--- config.mk ---
export PLATFORM = sky130hd
export DESIGN_NAME = fifo_rd_stream
export DESIGN_NICKNAME = d
export VERILOG_FILES = /design/src/rtl/fifo_pkg.sv /design/src/rtl/fifo_rd_skid_buf.sv /design/src/rtl/fifo_rd_stream.sv
export SDC_FILE = /design/constraint.sdc
export NUM_CORES = 1
export LEC_CHECK = 0
export CELL_PAD_IN_SITES_DETAIL_PLACEMENT = 1
export CELL_PAD_IN_SITES_GLOBAL_PLACEMENT = 2
export CORE_AREA = 3 3 51 53
export DETAILED_ROUTE_END_ITERATION = 8
export DIE_AREA = 0 0 54 56
export GPL_ROUTABILITY_DRIVEN = 0
export GPL_TIMING_DRIVEN = 0
export PLACE_DENSITY_LB_ADDON = 0.12
export SLEW_MARGIN = 0
export SYNTH_ARGS = -nofsm -noshare
export SYNTH_HDL_FRONTEND = slang
export SYNTH_SLANG_ARGS = --single-unit
--- constraint.sdc ---
create_clock -name rd_clk -period 2.2 [get_ports rd_clk]
set_input_delay 0.44 -clock rd_clk [delete_from_list [all_inputs] [get_ports rd_clk]]
set_output_delay 0.44 -clock rd_clk [all_outputs]
set_load 0.01 [all_outputs]
--- src/rtl/fifo_pkg.sv ---
// Shared FIFO package.
// Holds the read-side output buffer depth and the occupancy type that the
// read streamer and its skid buffer share.
package fifo_pkg;

  // Occupancy of the read-side output buffer (0..2).
  typedef logic [1:0] rd_occ_t;

  // Depth of the read-side output buffer.
  localparam rd_occ_t RD_BUF_DEPTH = 2'd2;

endpackage

--- src/rtl/fifo_rd_skid_buf.sv ---
// Two-entry skid buffer used on the FIFO read side.
// Ports:
//   clk, rst_n        - clock, synchronous active-low reset
//   clr               - synchronous clear of occupancy and pointers
//   push, push_data   - write one word at the tail
//   pop               - drop the word at the head
//   pop_data          - oldest buffered word
//   occ               - number of buffered words (0..2)
// The caller guarantees no push when full and no pop when empty.
module fifo_rd_skid_buf
  import fifo_pkg::*;
#(
  parameter int unsigned DATA_WIDTH = 4
) (
  input  logic                  clk,
  input  logic                  rst_n,
  input  logic                  clr,
  input  logic                  push,
  input  logic [DATA_WIDTH-1:0] push_data,
  input  logic                  pop,
  output logic [DATA_WIDTH-1:0] pop_data,
  output rd_occ_t               occ
);

  logic [DATA_WIDTH-1:0] mem_q [0:1];
  logic [DATA_WIDTH-1:0] mem_d [0:1];
  logic                  head_q, head_d;
  logic                  tail_q, tail_d;
  rd_occ_t               occ_q, occ_d;

  always_comb begin
    mem_d  = mem_q;
    head_d = head_q;
    tail_d = tail_q;
    occ_d  = occ_q;
    if (clr) begin
      head_d = '0;
      tail_d = '0;
      occ_d  = '0;
    end else begin
      if (push) begin
        mem_d[tail_q] = push_data;
        tail_d        = ~tail_q;
      end
      if (pop) begin
        head_d = ~head_q;
      end
      occ_d = occ_q + rd_occ_t'(push) - rd_occ_t'(pop);
    end
  end

  always_ff @(posedge clk) begin
    if (!rst_n) begin
      mem_q  <= '{default: '0};
      head_q <= '0;
      tail_q <= '0;
      occ_q  <= '0;
    end else begin
      mem_q  <= mem_d;
      head_q <= head_d;
      tail_q <= tail_d;
      occ_q  <= occ_d;
    end
  end

  assign pop_data = mem_q[head_q];
  assign occ      = occ_q;

endmodule

--- src/rtl/fifo_rd_stream.sv ---
// FIFO read-side streamer: pops a FIFO with one-cycle read latency and
// presents the words on a valid/ready stream through a 2-entry buffer,
// sustaining one word per cycle.
// Ports:
//   rd_clk, rd_rst_n  - clock, synchronous active-low reset
//   flush             - drop buffered and in-flight words
//   fifo_empty        - FIFO empty flag
//   fifo_rd_en        - FIFO pop request
//   fifo_rd_data      - FIFO data, valid one cycle after an accepted pop
//   out_valid/out_ready/out_data - output stream
//   word_cnt, stall_cnt - statistics, present only with FIFO_RD_STAT_EN
// Optional feature macro: FIFO_RD_STAT_EN (statistics counters).
module fifo_rd_stream
  import fifo_pkg::*;
#(
  parameter int unsigned DATA_WIDTH = 4,
  parameter int unsigned STAT_WIDTH = 16
) (
  input  logic                  rd_clk,
  input  logic                  rd_rst_n,
  input  logic                  flush,
  input  logic                  fifo_empty,
  output logic                  fifo_rd_en,
  input  logic [DATA_WIDTH-1:0] fifo_rd_data,
  output logic                  out_valid,
  input  logic                  out_ready,
  output logic [DATA_WIDTH-1:0] out_data
`ifdef FIFO_RD_STAT_EN
  ,
  output logic [STAT_WIDTH-1:0] word_cnt,
  output logic [STAT_WIDTH-1:0] stall_cnt
`endif
);

  logic    inflight_q, inflight_d;
  rd_occ_t occ;
  rd_occ_t fill_lvl;
  logic    xfer;
  logic    push;

  // Buffered plus in-flight words; the pop rule keeps this at or below 2.
  assign fill_lvl = occ + rd_occ_t'(inflight_q);

  always_comb begin
    out_valid  = (occ != '0);
    xfer       = out_valid && out_ready && !flush;
    push       = inflight_q && !flush;
    // A transfer this cycle frees a slot in time for the word popped now.
    fifo_rd_en = rd_rst_n && !fifo_empty && !flush &&
                 ((fill_lvl < RD_BUF_DEPTH) || (out_valid && out_ready));
    inflight_d = fifo_rd_en;
  end

  always_ff @(posedge rd_clk) begin
    if (!rd_rst_n) begin
      inflight_q <= '0;
    end else begin
      inflight_q <= inflight_d;
    end
  end

  fifo_rd_skid_buf #(
    .DATA_WIDTH (DATA_WIDTH)
  ) u_buf (
    .clk       (rd_clk),
    .rst_n     (rd_rst_n),
    .clr       (flush),
    .push      (push),
    .push_data (fifo_rd_data),
    .pop       (xfer),
    .pop_data  (out_data),
    .occ       (occ)
  );

`ifdef FIFO_RD_STAT_EN
  logic [STAT_WIDTH-1:0] word_cnt_q, word_cnt_d;
  logic [STAT_WIDTH-1:0] stall_cnt_q, stall_cnt_d;

  always_comb begin
    word_cnt_d  = word_cnt_q;
    stall_cnt_d = stall_cnt_q;
    if (flush) begin
      word_cnt_d  = '0;
      stall_cnt_d = '0;
    end else begin
      if (xfer && (word_cnt_q != '1)) begin
        word_cnt_d = word_cnt_q + 1'b1;
      end
      if (out_valid && !out_ready && (stall_cnt_q != '1)) begin
        stall_cnt_d = stall_cnt_q + 1'b1;
      end
    end
  end

  always_ff @(posedge rd_clk) begin
    if (!rd_rst_n) begin
      word_cnt_q  <= '0;
      stall_cnt_q <= '0;
    end else begin
      word_cnt_q  <= word_cnt_d;
      stall_cnt_q <= stall_cnt_d;
    end
  end

  assign word_cnt  = word_cnt_q;
  assign stall_cnt = stall_cnt_q;
`endif

endmodule

**Yosys cells after proc, flatten, opt, wreduce, memory -nomap -nowiden**

Cells that the tools add are included.

- Bits in registers: 13
- Output and inout bits: 6
- Logic and storage cells: 38
- Bits in writable memories: 0
- ROM bits: 0
- Memories kept: 0
- Bits in latches: 0
- Input bits: 9

- $lt $le $gt $ge: 4
- Equality and inequality tests: 0
- Multiplexer cells: 6
- $add $sub $neg: 3
- Divide/modulo/power cells: 0
- Reduce and logical (&&, ||, !) cells: 13
- Multiply operators: 0
- Bitwise gates (word level): 6
- Shifts and indexed selects: 0

Operator list:

| operator | count |
|---|---|
| $mux 4 | 4 |
| $bwmux 8 | 1 |
| $logic_and 1x1->1 | 7 |
| $add 2x1->2 | 2 |
| $demux 4 s1 | 1 |
| $ge 2x2->1 const B | 2 |
| $not 1->1 | 4 |
| $not 1->2 | 2 |
| $logic_not 1->1 | 2 |
| $lt 2x1->1 const B | 1 |
| $lt 2x2->1 const B | 1 |
| $reduce_and 2->1 | 1 |
| $reduce_bool 2->1 | 1 |
| $reduce_or 2->1 | 1 |
| $sub 2x1->2 | 1 |
| $logic_or 1x1->1 | 1 |

**Logic depth before layout (Yosys ltp)**

- Depth in word-level cells: 6
- Gate-level depth with buffers: 7
- Mapped depth without buffers: 7

**Modules after synthesis**

A second synthesis with hierarchy kept.

- Cells, all modules: 61
- Area, all modules: 616.8 um^2

By module, submodules not included:

| module | cells an instance | times used | area each (um^2) | sequential area each (um^2) |
|---|---|---|---|---|
| fifo_rd_skid_buf | 52 | 1 | 539.3 | 240.2 |
| fifo_rd_stream | 9 | 1 | 77.6 | 20.0 |

**Least setup slack after synthesis**

No wires, ideal clock.

- Path kind: in2out
- From: in out_ready
- To: out fifo_rd_en
- Slack: 0.659 ns
- Cell stages on the path: 2
- Data arrival time: 1.101 ns
- Buffers on the path: 0
- Required time: 1.760 ns
- Cell sequence: and4bb_1 > a2111oi_2

- Cells in the longest elaborated chain, start to end: 3

RTL lines:

| what | RTL line | source |
|---|---|---|
| start: declaration | fifo_rd_stream.sv:26 | `input logic out_ready,` |
| $logic_and 1x1->1 | fifo_rd_stream.sv:50 | `((fill_lvl < RD_BUF_DEPTH) \|\| (out_valid && out_ready));` |
| $logic_or 1x1->1 | fifo_rd_stream.sv:50 |  |
| $logic_and 1x1->1 | fifo_rd_stream.sv:49 | `fifo_rd_en = rd_rst_n && !fifo_empty && !flush &&` |
| end: declaration | fifo_rd_stream.sv:23 | `output logic fifo_rd_en,` |

No other way between the ends.

**Final worst setup path**

- From: in rd_rst_n
- To: out fifo_rd_en

- Cells in the longest elaborated chain, start to end: 3

RTL lines:

| what | RTL line | source |
|---|---|---|
| start: declaration | fifo_rd_stream.sv:20 | `input logic rd_rst_n,` |
| $logic_and 1x1->1 (3 in series) | fifo_rd_stream.sv:49 |  |

No other way between the ends.

==> impl_metrics.py <==
metrics = {
    "critical_path": {
        "critPathTopFamily": "buffers and inverters",
        "crit_path_cell_trace": "clkdlybuf4s50_1 > nand2b_4 > a2111oi_2 > buf_2",
        "start_kind": "input port",
        "critPathLaunch": "rd_rst_n",
        "end_kind": "output pin",
        "critPathSlowestCell": "clkdlybuf4s50_1",
        "cpPeakStageDelay_ns": 0.61,
        "cp_data_arrival_time_ns": 1.63,
        "worst-path-buf-inv": 2,
        "worstPathRequired_ns": 1.76,
        "crit_path_max_fanout": 6,
        "rr_startpoint": "u_buf.occ[0]$_SDFF_PP0_",
        "critical_path_class": "input port to output pin",
    },
    "detailed_routing": {
        "wire_per_inst_um": 12.3,
        "wl_um": 1350,
        "drcViolationCount": 0,
        "vias": 504,
        "drt_pass1_iterations": 1,
        "drtAntennaViolNets": 0,
        "first_iter_violations": 0,
        "vias_per_cell": 4.58,
    },
    "final_layout": {
        "stdcell_count": 110,
        "synthToLayoutAreaGrowth_pct": 30.7,
        "n_fill_cell": 258,
        "regArea_um2": 260,
        "antennaDiodeCount": 0,
        "drive_gt1_share_pct": 19.5,
        "multiInputGateArea_um2": 382,
        "finalNetCount": 94,
    },
    "yosys": {
        "yosysWarnings": 0,
        "synth_area_per_cell_um2": 10.4,
        "synth_cell_types": 22,
        "synth_common_cells": "dfxtp_1, nand2_1, mux2i_1",
        "netlist_top_cells_area": "dfxtp_1, mux2i_1, nand2_1, mux2_2, a2111oi_2",
        "syn_inst": 64,
        "yosysSeqAreaShare_pct": 39.2,
        "yosysTopAreaCell": "dfxtp_1",
        "async_flop_share_pct": 0,
        "synthFlopType": "dfxtp_1",
        "synth_edf_count": 0,
        "synthDominantCellAreaShare_pct": 39.2,
        "syn_nets": 75,
        "synth_area_um2": 664,
        "synth_seq_cells": 13,
    },
    "global_route": {
        "grt_overflow": 0,
        "antenna_found_initial": 0,
        "grt_use_total_pct": 10.9,
        "grt_max_degree": 11,
        "grt_pass1_vias": 501,
        "grt_pass1_wl_um": 2310,
    },
    "timing": {
        "tightest_slew_ns": 0.358,
        "relSlewSlack_pct": 76.1,
        "setup_ws_ns": 0.126,
        "fmax_ghz": 0.482,
        "setup_viol": 0,
        "hold_slack_ns": 0.459,
        "drv_slew": 0,
        "rsz0062_at_grt": "false",
        "min_period_over_period_pct": 94.3,
        "hold_viol": 0,
        "finalCriticalPeriod_ns": 2.07,
        "final.setup_skew_ns": 0.00165,
    },
    "placement": {
        "port_buffers": 14,
        "pre_cts_ws_ns": -0.436,
        "dp_hpwl_um": 1030,
        "place_inst": 106,
    },
    "floorplan": {
        "initial_utilization_pct": 30.3,
        "design.core.area_um2": 2190,
        "fp-row-count": 17,
        "fp.dieH_um": 56,
        "die_w_um": 54,
        "num_io_pins": 15,
        "die_area_um2": 3020,
    },
    "worst_hold_path": {
        "hold_class": "register to register",
        "min_from": "u_buf.mem_q[3]$_SDFFE_PN0P_",
    },
    "power_and_ir_drop": {
        "p_leak_uw": 0.000348,
        "ir_worst_vdd_mv": 0.319,
        "powerDensity_nw_per_um2": 505,
    },
    "clocking": {
        "cts_tree": "built",
        "clk-insertion-delay-late_ns": 0.27,
        "ctsHoldBuffers": 0,
        "cts_buffer_depth": 2,
        "clk_pin_slew_worst_paths_ns": 0.08,
        "cts_setup_buffers": 0,
        "htreeDepth": 1,
        "cts.sinks": 13,
        "root_buffer": "clkbuf_4",
        "cts_buffers": 3,
    },
    "flow_run": {
        "max_cap_viol_count": 0,
    },
    "status": {
        "status": "completed",
    },
}
-- power by group --
part,leakage [µW],internal (µW),switching [µW]
Sequential,0.000105,238,3.34
Clock,0.0000150,70.3,78.6
Combinational,0.000228,28.2,19.7
Total,0.000348,337,102
-- through the flow --
stage	area [µm²]	TNS (ns)	power (µW)	util (%)
after floorplan	664	0	268	-
after global placement	840	-0.405	295	38.3
after detailed placement	840	-0.436	296	38.3
after CTS	866	0	452	39.5
after global routing	868	0	470	39.6
final	868	0	439	39.6
-- routing by layer --
layer	wire [µm]	vias up	track usage [%]	part of all wire (%)
li1	-	256	-	-
met1	648	235	14.2	48
met2	601	9	14.5	45
met3	55	4	2.41	4.1
met4	43	0	9.61	3.2
met5	0	-	0	0
-- cells by family after synthesis --
| kind of cell | count (synthesis) | synth area share [%] |
|---|---|---|
| XOR/XNOR | 2 | 4.71 |
| AO/OA/AOI/OAI | 3 | 5.27 |
| buffers and inverters | 5 | 4.14 |
| adder cells (fa/ha/maj) | 2 | 3.77 |
| flip-flops | 13 | 39.2 |
| AND/OR/NAND/NOR | 26 | 22.6 |
| multiplexers | 13 | 20.3 |
-- layout make-up --
cell class / instances / share of cell area [%]
buffer: 2 / 1.87
tap: 28 / 4.03
inverter: 3 / 1.30
sequential: 13 / 30.0
timing repair buffer: 14 / 15.9
multi-input combinational: 46 / 43.9
clock buffer: 4 / 3.03
-- timing repair --
action,in CTS,in global routing
endpoints found under the setup margin,1,1
endpoints found under the hold margin,0,0
resized for setup,5,1
pin swaps,0,1
-- worst paths after layout --
| path | slack [ns] | endpoint | depth (start not counted) |
|---|---|---|---|
| worst max-delay path | 0.13 | fifo_rd_en | 4 |
| worst min-delay path | 0.46 | u_buf.mem_q[3]$_SDFFE_PN0P_ | 2 |
| worst max register to register | 0.66 | u_buf.occ[1]$_SDFF_PP0_ | 7 |
| worst min register to register | 0.46 | u_buf.mem_q[3]$_SDFFE_PN0P_ | 2 |
-- cell usage in the layout, fill, tap and decap left out, drive strengths merged --
master / n
nand2: 13
nor2b: 1
clkdlybuf4s50: 12
and2b: 1
or3b: 1
clkbuf: 4
mux2i: 9
nor2: 4
and3b: 1
nand2b: 1
ha: 2
inv: 3
xnor2: 1
nor3b: 1
or2: 1
and4bb: 1
dfxtp: 13
nand3b: 1
dlymetal6s2s: 1
o21ai: 1
a2111oi: 2
buf: 3
mux2: 4
xnor3: 1
-- state kept, by name (all words and copies together), names as in the netlist --
name	cells
u_buf.mem_q	8
u_buf.occ	2
inflight_q	1
u_buf.head_q	1
u_buf.tail_q	1
-- worst reg2reg max path, stage by stage, from the launching register on --
cell,delay (ns)
dfxtp_1,0.35
o21ai_0,0.29
nor2_1,0.08
ha_1,0.28
inv_1,0.04
ha_1,0.17
xnor3_1,0.19
nor2_1,0.04
(Power assumes the default switching activity.)
